<file path="src/rtl/ifetch_sequencer_if.sv">
// Fetch-stage bus bundle: instruction memory address/data, redirect request
// and the IF/ID valid/ready hand-off to decode.
// master: the fetch sequencer. slave: memory/decode side.
interface ifetch_sequencer_if #(
  parameter int unsigned ADDR_W = 5,
  parameter int unsigned DATA_W = 32
);

  logic [ADDR_W-1:0] imem_addr;
  logic [DATA_W-1:0] imem_instr;
  logic              redirect_valid;
  logic [ADDR_W-1:0] redirect_addr;
  logic              id_valid;
  logic              id_ready;
  logic [DATA_W-1:0] id_instr;
  logic [ADDR_W-1:0] id_pc;
  logic [ADDR_W-1:0] id_pc_plus1;

  modport master (
    output imem_addr,
    input  imem_instr,
    input  redirect_valid,
    input  redirect_addr,
    output id_valid,
    input  id_ready,
    output id_instr,
    output id_pc,
    output id_pc_plus1
  );

  modport slave (
    input  imem_addr,
    output imem_instr,
    output redirect_valid,
    output redirect_addr,
    input  id_valid,
    output id_ready,
    input  id_instr,
    input  id_pc,
    input  id_pc_plus1
  );

endinterface

</file>
<file path="src/rtl/ifetch_sequencer.sv">
// Fetch-stage controller: owns the PC, addresses the combinational instruction
// memory and captures the returned word into the IF/ID register, handing it to
// decode over valid/ready. Supports stall, redirect (flush) and halt-on-opcode.
// Optional performance counters are built when IFETCH_PERF_CNT_EN is defined.
module ifetch_sequencer #(
  parameter int unsigned       ADDR_W      = 5,
  parameter int unsigned       DATA_W      = 32,
  parameter logic [ADDR_W-1:0] RESET_PC    = '0,
  parameter logic [5:0]        HALT_OPCODE = 6'b111111
) (
  input  logic                     clk,
  input  logic                     rst,
  input  logic                     start,
  ifetch_sequencer_if.master       bus,
  output logic                     busy,
  output logic                     halted
`ifdef IFETCH_PERF_CNT_EN
  ,
  output logic [15:0]              fetch_count,
  output logic [15:0]              stall_count
`endif
);

  typedef enum logic [1:0] {
    StIdle  = 2'd0,
    StFetch = 2'd1,
    StHalt  = 2'd2
  } state_e;

  localparam logic [ADDR_W-1:0] PcOne = ADDR_W'(1);

  state_e            state_q, state_d;
  logic [ADDR_W-1:0] pc_q, pc_d;
  logic              id_valid_q, id_valid_d;
  logic [DATA_W-1:0] id_instr_q;
  logic [ADDR_W-1:0] id_pc_q;
  logic [ADDR_W-1:0] id_pc_plus1_q;

  logic       xfer;
  logic       slot_free;
  logic       is_halt_op;
  logic       capture;
  logic       stall;
  logic [5:0] opcode;

  assign xfer       = id_valid_q & bus.id_ready;
  assign slot_free  = ~id_valid_q | xfer;
  assign opcode     = bus.imem_instr[DATA_W-1 -: 6];
  assign is_halt_op = (opcode == HALT_OPCODE);

  // Next-state, PC and IF/ID valid decisions, in redirect > capture > stall order.
  always_comb begin
    state_d = state_q;
    pc_d    = pc_q;
    // An accepted word leaves the slot unless something refills it below.
    id_valid_d = id_valid_q & ~xfer;
    capture    = 1'b0;
    stall      = 1'b0;

    unique case (state_q)
      StIdle: begin
        if (start) begin
          pc_d    = RESET_PC;
          state_d = StFetch;
        end
      end

      StFetch: begin
        if (bus.redirect_valid) begin
          pc_d       = bus.redirect_addr;
          id_valid_d = 1'b0;
        end else if (slot_free) begin
          capture    = 1'b1;
          id_valid_d = 1'b1;
          // The halt word is delivered, but the PC parks on it.
          if (is_halt_op) begin
            state_d = StHalt;
          end else begin
            pc_d = pc_q + PcOne;
          end
        end else begin
          stall = 1'b1;
        end
      end

      StHalt: begin
        if (bus.redirect_valid) begin
          pc_d       = bus.redirect_addr;
          id_valid_d = 1'b0;
          state_d    = StFetch;
        end else if (start) begin
          pc_d       = RESET_PC;
          id_valid_d = 1'b0;
          state_d    = StFetch;
        end
      end

      default: begin
        state_d = StIdle;
      end
    endcase
  end

  // State, PC and IF/ID valid registers.
  always_ff @(posedge clk or posedge rst) begin
    if (rst) begin
      state_q    <= StIdle;
      pc_q       <= RESET_PC;
      id_valid_q <= 1'b0;
    end else begin
      state_q    <= state_d;
      pc_q       <= pc_d;
      id_valid_q <= id_valid_d;
    end
  end

  // IF/ID payload: only written on capture, so stalls and flushes hold it.
  always_ff @(posedge clk or posedge rst) begin
    if (rst) begin
      id_instr_q    <= '0;
      id_pc_q       <= '0;
      id_pc_plus1_q <= '0;
    end else if (capture) begin
      id_instr_q    <= bus.imem_instr;
      id_pc_q       <= pc_q;
      id_pc_plus1_q <= pc_q + PcOne;
    end
  end

  assign bus.imem_addr   = pc_q;
  assign bus.id_valid    = id_valid_q;
  assign bus.id_instr    = id_instr_q;
  assign bus.id_pc       = id_pc_q;
  assign bus.id_pc_plus1 = id_pc_plus1_q;
  assign busy            = (state_q == StFetch);
  assign halted          = (state_q == StHalt);

`ifdef IFETCH_PERF_CNT_EN
  logic [15:0] fetch_cnt_q;
  logic [15:0] stall_cnt_q;
  logic        cnt_clr;

  // start only has meaning outside FETCH, so only there does it clear the counters.
  assign cnt_clr = start & (state_q != StFetch);

  // Saturating capture and stall counters.
  always_ff @(posedge clk or posedge rst) begin
    if (rst) begin
      fetch_cnt_q <= '0;
      stall_cnt_q <= '0;
    end else if (cnt_clr) begin
      fetch_cnt_q <= '0;
      stall_cnt_q <= '0;
    end else begin
      if (capture && (fetch_cnt_q != 16'hFFFF)) begin
        fetch_cnt_q <= fetch_cnt_q + 16'd1;
      end
      if (stall && (stall_cnt_q != 16'hFFFF)) begin
        stall_cnt_q <= stall_cnt_q + 16'd1;
      end
    end
  end

  assign fetch_count = fetch_cnt_q;
  assign stall_count = stall_cnt_q;
`endif

endmodule

</file>
<file path="src/flat_wrapper.sv">
// flat-port wrapper written by rule: the top's interface ports become plain ports
module ifetch_sequencer_flat 
#(
  parameter int unsigned       ADDR_W      = 5,
  parameter int unsigned       DATA_W      = 32,
  parameter logic [ADDR_W-1:0] RESET_PC    = '0,
  parameter logic [5:0]        HALT_OPCODE = 6'b111111
)
  (clk, rst, start, busy, halted, bus_imem_addr, bus_imem_instr, bus_redirect_valid, bus_redirect_addr, bus_id_valid, bus_id_ready, bus_id_instr, bus_id_pc, bus_id_pc_plus1);
  ifetch_sequencer_if #(.ADDR_W(ADDR_W), .DATA_W(DATA_W)) bus_i ();
  input  logic clk;
  input  logic rst;
  input  logic start;
  output logic busy;
  output logic halted;
  output wire logic [$bits(bus_i.imem_addr)-1:0] bus_imem_addr;
  input wire logic [$bits(bus_i.imem_instr)-1:0] bus_imem_instr;
  input wire logic [$bits(bus_i.redirect_valid)-1:0] bus_redirect_valid;
  input wire logic [$bits(bus_i.redirect_addr)-1:0] bus_redirect_addr;
  output wire logic [$bits(bus_i.id_valid)-1:0] bus_id_valid;
  input wire logic [$bits(bus_i.id_ready)-1:0] bus_id_ready;
  output wire logic [$bits(bus_i.id_instr)-1:0] bus_id_instr;
  output wire logic [$bits(bus_i.id_pc)-1:0] bus_id_pc;
  output wire logic [$bits(bus_i.id_pc_plus1)-1:0] bus_id_pc_plus1;
  assign bus_imem_addr = bus_i.imem_addr;
  assign bus_i.imem_instr = bus_imem_instr;
  assign bus_i.redirect_valid = bus_redirect_valid;
  assign bus_i.redirect_addr = bus_redirect_addr;
  assign bus_id_valid = bus_i.id_valid;
  assign bus_i.id_ready = bus_id_ready;
  assign bus_id_instr = bus_i.id_instr;
  assign bus_id_pc = bus_i.id_pc;
  assign bus_id_pc_plus1 = bus_i.id_pc_plus1;
  ifetch_sequencer #(.ADDR_W(ADDR_W), .DATA_W(DATA_W), .RESET_PC(RESET_PC), .HALT_OPCODE(HALT_OPCODE)) u_core (.clk(clk), .rst(rst), .start(start), .bus(bus_i), .busy(busy), .halted(halted));
endmodule
</file>
<file path="config.mk">
export PLATFORM = sky130hd
export DESIGN_NAME = ifetch_sequencer_flat
export DESIGN_NICKNAME = d
export VERILOG_FILES = /design/src/rtl/ifetch_sequencer_if.sv /design/src/rtl/ifetch_sequencer.sv /design/src/flat_wrapper.sv
export SDC_FILE = /design/constraint.sdc
export NUM_CORES = 1
export LEC_CHECK = 0
export CAP_MARGIN = 25
export CORE_ASPECT_RATIO = 0.9
export CORE_MARGIN = 2
export CORE_UTILIZATION = 40
export DETAILED_ROUTE_END_ITERATION = 10
export GPL_TIMING_DRIVEN = 0
export PLACE_DENSITY = 0.76
export REMOVE_ABC_BUFFERS = 1
export SYNTH_ARGS = -nofsm -noshare
export SYNTH_HDL_FRONTEND = slang
export SYNTH_SLANG_ARGS = --single-unit
</file>
<file path="constraint.sdc">
create_clock -name clk -period 3 [get_ports clk]
set_clock_uncertainty 0.15 [all_clocks]
set_input_delay 0.75 -clock clk [delete_from_list [all_inputs] [get_ports clk]]
set_output_delay 0.75 -clock clk [all_outputs]
set_load 0.05 [all_outputs]
</file>
==> results.py <==
metrics = {
    "clock_network": {
        "cts.sinks": 50,
        "clk_latency_ps": 300,
        "tritoncts": "done",
        "post-cts-setup-buffers": 0,
        "postCtsResizedCells": 0,
        "numCtsBuffers": 5,
        "cts-root-buf": "clkbuf_8",
        "cts_hold_repair.buffers": 0,
        "clk_pin_slew_ps": 90,
        "clock_path_buffers": 2,
        "h-tree-depth": 2,
    },
    "die": {
        "floorplan.initialDensity_pct": 41.1,
        "die_h_um": 73.5,
        "ios": 92,
        "core_area_um2": 5220,
        "die_x_um": 81.2,
        "dieArea_um2": 5970,
        "rows": 25,
    },
    "yosys": {
        "ys_async_sr_fraction_pct": 100,
        "ys_top_cells_by_area": "dfrtp_1, mux2_2, ha_1, a22o_1, o21ai_0",
        "yosys.area.top_type": "dfrtp_1",
        "seq_area_frac_synth_pct": 58.3,
        "ys_warn_count": 0,
        "avgSynthCellArea_um2": 13.8,
        "ys_seq_elements": 50,
        "synth_ff_type": "dfrtp_1",
        "yosysUniqueCellTypes": 30,
        "synth_edf_count": 0,
        "syn-instance-count": 155,
        "synth_area_um2": 2150,
        "netlist.area_leader.share_pct": 58.3,
    },
    "route": {
        "ant_nets": 0,
        "drt_pass1_iterations": 4,
        "drt_iter0_markers": 46,
        "via_count": 1565,
        "wl_per_cell_um": 14.2,
        "viasPerCell": 4.92,
        "routed_wirelength_mm": 4.50,
        "drc": 0,
    },
    "setup_path": {
        "critical_path_class": "reg -> out",
        "cp.required_ps": 2100,
        "cp-end-kind": "output pin",
        "start_kind": "flip-flop",
        "path_max_fanout": 7,
        "critPathArrivalTime_ps": 1950,
    },
    "global_routing": {
        "grt_overflow": 0,
        "grt_pass1_vias": 1574,
        "grt_usage_pct": 15.3,
        "grt_first_pass_wirelength_mm": 7.05,
        "grt_max_degree": 33,
        "antenna_found_initial": 0,
    },
    "timing": {
        "slew_viol_final": 0,
        "timing.final.crit_share_pct": 95.0,
        "fmax_ghz": 0.351,
        "hold_viol": 0,
        "whs_ps": 349,
        "worstMarginPinSlew_ps": 552,
        "setup_viol": 0,
        "rsz0062_at_grt": "no",
        "slew_headroom_pct": 63.1,
        "fin_crit_ps": 2850,
        "setup_slack_ps": 149,
        "finalSetupTns_ps": 0,
    },
    "layout": {
        "area_growth_syn_to_layout_pct": 50.4,
        "diodes": 0,
        "drive_gt1_share_pct": 18.7,
        "n_fill_cell": 441,
        "finalNetCount": 298,
    },
    "placement": {
        "place_ws_ps": -47.3,
        "io_buffers": 91,
        "place_congestion": 0.750,
        "dpl.hpwl_mm": 3.45,
    },
    "run_status": {
        "status": "complete, no violations",
    },
    "power": {
        "ir_worst_vdd_v": 0.000665,
        "p_total_mw": 4.00,
        "p_per_area_nw_per_um2": 1240,
        "p_leak_nw": 1.35,
    },
    "min_path": {
        "hp-class": "reg -> reg",
    },
    "job": {
        "drv_cap": 0,
    },
}
logic make-up after synthesis:
family                   synth area share, %
XOR/XNOR                                1.22
AND/OR/NAND/NOR                         5.60
buffers and inverters                   2.68
multiplexers                            19.9
AO/OA/AOI/OAI                           8.75
flip-flops                              58.3
adder cells (fa/ha/maj)                 3.50
report_power, final:
group          switching (mW)  internal [mW]
Clock                   0.213          0.165
Combinational            1.54          0.917
Sequential              0.183          0.987
path summary, 6_finish.rpt:
check | slack [ps] | depth (start not counted) | to | startpoint
min in group asynchronous | 620 | 2 | u_core.bus.id_instr[13]$_DFFE_PP0P_ | rst
worst min-delay path | 350 | 1 | u_core.bus.id_instr[25]$_DFFE_PP0P_ | u_core.bus.id_instr[25]$_DFFE_PP0P_
worst max register to register | 540 | 6 | u_core.bus.id_instr[29]$_DFFE_PP0P_ | u_core.state_q[1]$_DFFE_PP0P_
worst min register to register | 350 | 1 | u_core.bus.id_instr[25]$_DFFE_PP0P_ | u_core.bus.id_instr[25]$_DFFE_PP0P_
max in group asynchronous | 1590 | 3 | u_core.bus.id_instr[0]$_DFFE_PP0P_ | rst
worst max-delay path | 150 | 3 | busy | u_core.state_q[1]$_DFFE_PP0P_
cells in the final DEF (no fill, tap or decap), types with 3 or more instances in the layout:
master	instances
a21oi_1	5
a22o_1	7
clkbuf_8	5
clkdlybuf4s50_1	91
dfrtp_1	50
ha_1	6
inv_1	4
mux2_1	3
mux2_2	35
nand2_1	6
nor2_1	3
o21ai_0	7
cell type report:
type	count	area (µm²)	share of cell area, %
repair buffers	93	951	29.5
clock buffers	6	72.6	2.25
well taps	67	83.8	2.60
clock inverters	2	13.8	0.426
inverters	5	18.8	0.581
multi-input cells	95	837	25.9
flip-flops and latches	50	1250	38.8
routing by layer:
| metal | share of wire, % | track usage (%) | vias up |
|---|---|---|---|
| met5 | 0 | 0 | - |
| met4 | 0.31 | 3.39 | 0 |
| met3 | 8.6 | 6.27 | 2 |
| met2 | 48 | 26.1 | 59 |
| met1 | 43 | 18.2 | 762 |
| li1 | - | - | 742 |
critical path: stages (launching register included):
cell and delay, ps:
dfrtp_1 430, inv_1 100, ha_1 290, clkdlybuf4s50_1 850
sequential cells by signal, summed over array words and instances (netlist names):
signal                  count
u_core.bus.id_instr        32
u_core.bus.id_pc            5
u_core.bus.id_pc_plus1      5
u_core.bus.id_valid         1
u_core.bus.imem_addr        5
u_core.state_q              2
cell usage after synthesis (3+ instances only):
cell / count
mux2_2: 35
inv_1: 5
o21ai_0: 7
buf_4: 3
dfrtp_1: 50
ha_1: 6
mux2_1: 3
a21oi_1: 5
nor2_1: 3
nand2_1: 6
a22o_1: 7
per-stage QoR:
step	area [µm²]	instances	util [%]
2_1_floorplan	2110	150	-
3_3_place_gp	3100	308	59.4
3_5_place_dp	3140	310	60.1
4_1_cts	3230	318	61.8
5_1_grt	3230	318	61.8
6_report	3230	318	61.8
No activity file was read; power rests on OpenSTA's default activity.
==> patch: new RTL, config.mk and constraints unchanged <==
Encoding of `state_e`: now one-hot (3 bits for 3 states).
--- a/src/rtl/ifetch_sequencer.sv
+++ b/src/rtl/ifetch_sequencer.sv
@@ -23,6 +23,6 @@
 
-  typedef enum logic [1:0] {
-    StIdle  = 2'd0,
-    StFetch = 2'd1,
-    StHalt  = 2'd2
+  typedef enum logic [2:0] {
+    StIdle  = 3'b001,
+    StFetch = 3'b010,
+    StHalt  = 3'b100
   } state_e;
Check against the original RTL: same outputs for any inputs over 10 cycles, from zero or initial values and one cycle with rst high; not proved beyond that.
==> patch against the original RTL <==
  * Sequential cell count is 1 higher
  * Core utilization is 0.13 points higher
  * Critical path type unchanged
  * Non-clock buffer count rose by 2
  * Routed wire length increased by 7.8%
  * Sequential share of layout area barely moved
  * Register-to-register slack better by 0.12 ns
  * Setup slack worse by 0.025 ns
  * Hold slack worse by 0.0074 ns
  * Largest cell class unchanged
  * Total power rose by 1.4%
  * Clock power down 2%
  * Final area increased by 2.0%
  * Area after synthesis up 4.3%
  * Critical path depth is the same
==> patch: results (changes against the original RTL) <==
## Clock network
• number of buffers on the longest clock path: 2, unchanged
• CTS H-tree depth: 2, unchanged
• Clock transition at path regs: 0.09 ns, about the same
• clock tree root driver cell: sky130_fd_sc_hd__clkbuf_8
• CTS Buf Count: 5, unchanged
• clock latency reported for the late side of the worst-skew pair: 0.29 ns

## Route
• number of search-and-repair iterations in the first detailed-routing pass: 4, unchanged
• average via count per standard cell: 5.11, +3.8%
• DRT iter0 DRCs: 28, -39%
• WL final: 4850 um, +7.8%

## Global route
• first-pass GRT wire length: 7810 um, +11%
• largest net degree at the start of global routing: 35, +6.1%
• combined global-route utilization of all metal layers: 15.9%, +0.56 points
• number of antenna violations at the first check in global routing: 0, unchanged

## Pwr
• maximum vdd ir drop: 585 uV, -12%
• Lkg Pwr: 1.34 nW, -1.1%

## Placed design
• final RePlAce weighted congestion: 0.791, +5.4%
• quantity of I/O buffers inserted on ports: 91, unchanged
• detailed placement HPWL: 3720 um, +8.0%
• area of placed instances: 0.00321 mm^2, +2.3%

## Critical path
• CP arrival: 1.98 ns, +0.03 ns
• CP max stage cell: sky130_fd_sc_hd__clkdlybuf4s50_1
• Reg-to-Reg End: u_core.bus.id_instr[7]$_DFFE_PP0P_
• worst flop-to-flop path startpoint: u_core.state_q[2]$_DFFE_PP0P_
• setup slack of the most critical reg-to-reg path: 0.66 ns, +0.12 ns
• number of cells traversed by the worst register-to-register path: 4, -2
• maximum fanout encountered on the critical timing path: 9, +2
• Top delay family on crit path: buffers and inverters
• Crit path largest cell delay: 0.83 ns, -0.02 ns

## Hold path
• worst hold path stage count: 1, unchanged
• Hold EP: u_core.bus.id_instr[29]$_DFFE_PP0P_
• HP Start: u_core.bus.id_instr[29]$_DFFE_PP0P_
• type of the worst min-delay path: flop to flop

## Logic synthesis
• fraction of registers with async set or reset after synthesis: 100%, unchanged
• sequential element share of the synthesized area: 57.1%, -1.2 points
• leading cell types by total area after synthesis: sky130_fd_sc_hd__dfrtp_1, sky130_fd_sc_hd__mux2_2, sky130_fd_sc_hd__mux2_1
• Distinct cells, synth: 42, +40%
• cell types with the highest counts after synthesis: sky130_fd_sc_hd__dfrtp_1, sky130_fd_sc_hd__mux2_2, sky130_fd_sc_hd__mux2_1, sky130_fd_sc_hd__nor2_1

## STA
• hold slack: 0.342 ns, -0.00737 ns
• headroom to the max-slew limit: 44.0%, -19 points

## Layout
• max FFs per register: 32, unchanged
• final-stage net count: 301, +1.0%
• Diodes inserted: 0, unchanged
• layout cell share with drive strength beyond 1: 19.7%, +0.97 points
• Fill cells: 436, -1.1%
• final core occ: 61.9%, +0.13 points

## Outcome
• status: complete, no violations

-- patch: cell types whose count changed after synthesis, sizes merged, moves of 3 or more --
cell	before	now
nor2	4	9
nor3	0	3
buf	5	8
ha	6	1
o21ai	7	1
a22o	7	4
-- patch: logic make-up (layout without fill, tap and decap cells) --
| family | count (synthesis) | count (layout) | share of synthesized area [%] |
|---|---|---|---|
| AO/OA/AOI/OAI | 23 | 23 | 8.16 |
| XOR/XNOR | 4 | 4 | 1.57 |
| adder cells (fa/ha/maj) | 1 | 1 | 0.559 |
| buffers and inverters | 13 | 108 | 4.14 |
| flip-flops | 51 | 51 | 57.1 |
| multiplexers | 39 | 39 | 19.6 |
| AND/OR/NAND/NOR | 33 | 33 | 8.94 |
-- patch: final cells by class --
type	count	share of cell area, %
multi-input cells	100	26.4
well taps	67	2.55
inverters	5	0.570
repair buffers	95	29.3
clock inverters	1	0.152
flip-flops and latches	51	38.8
clock buffers	7	2.32
-- patch: metrics by stage --
step	setup WS [ns]	std cells
global route	0.0716	326
finish	0.125	326
floorplan	0.0369	156
detailed placement	-0.126	318
CTS	0.123	326
global placement	-1.32	314
-- patch: how the worst max path moves through the flow --
stage | endpoint | start
2_1_floorplan | u_core.bus.id_pc[2]$_DFFE_PP0P_ | bus_redirect_valid
3_3_place_gp | u_core.bus.id_instr[22]$_DFFE_PP0P_ | bus_redirect_valid
3_5_place_dp | u_core.bus.id_instr[7]$_DFFE_PP0P_ | bus_redirect_valid
4_1_cts | halted | u_core.state_q[1]$_DFFE_PP0P_
5_1_grt | halted | u_core.state_q[1]$_DFFE_PP0P_
6_report | halted | u_core.state_q[1]$_DFFE_PP0P_
-- patch: per-layer routing --
metal  global-route usage, %  vias up  wire, um
li1                        -      788         -
met1                    20.0      812      2110
met2                    26.1       62      2330
met3                    5.81        4       388
met4                    4.92        0        30
met5                       0        -         0
-- patch: where the power goes --
part | total [mW] | leakage, nW | switching [mW] | internal [mW]
Combinational | 2.44 | 0.677 | 1.52 | 0.918
Clock | 0.371 | 0.0422 | 0.207 | 0.164
Sequential | 1.25 | 0.619 | 0.226 | 1.02
-- patch: repair_timing --
| item | CTS | global route |
|---|---|---|
| resized for setup | 1 | 0 |
| buffers inserted | 0 | 0 |
| endpoints found under the setup margin | 1 | 0 |
| hold endpoints to repair | 0 | 0 |
| hold buffers | 0 | 0 |
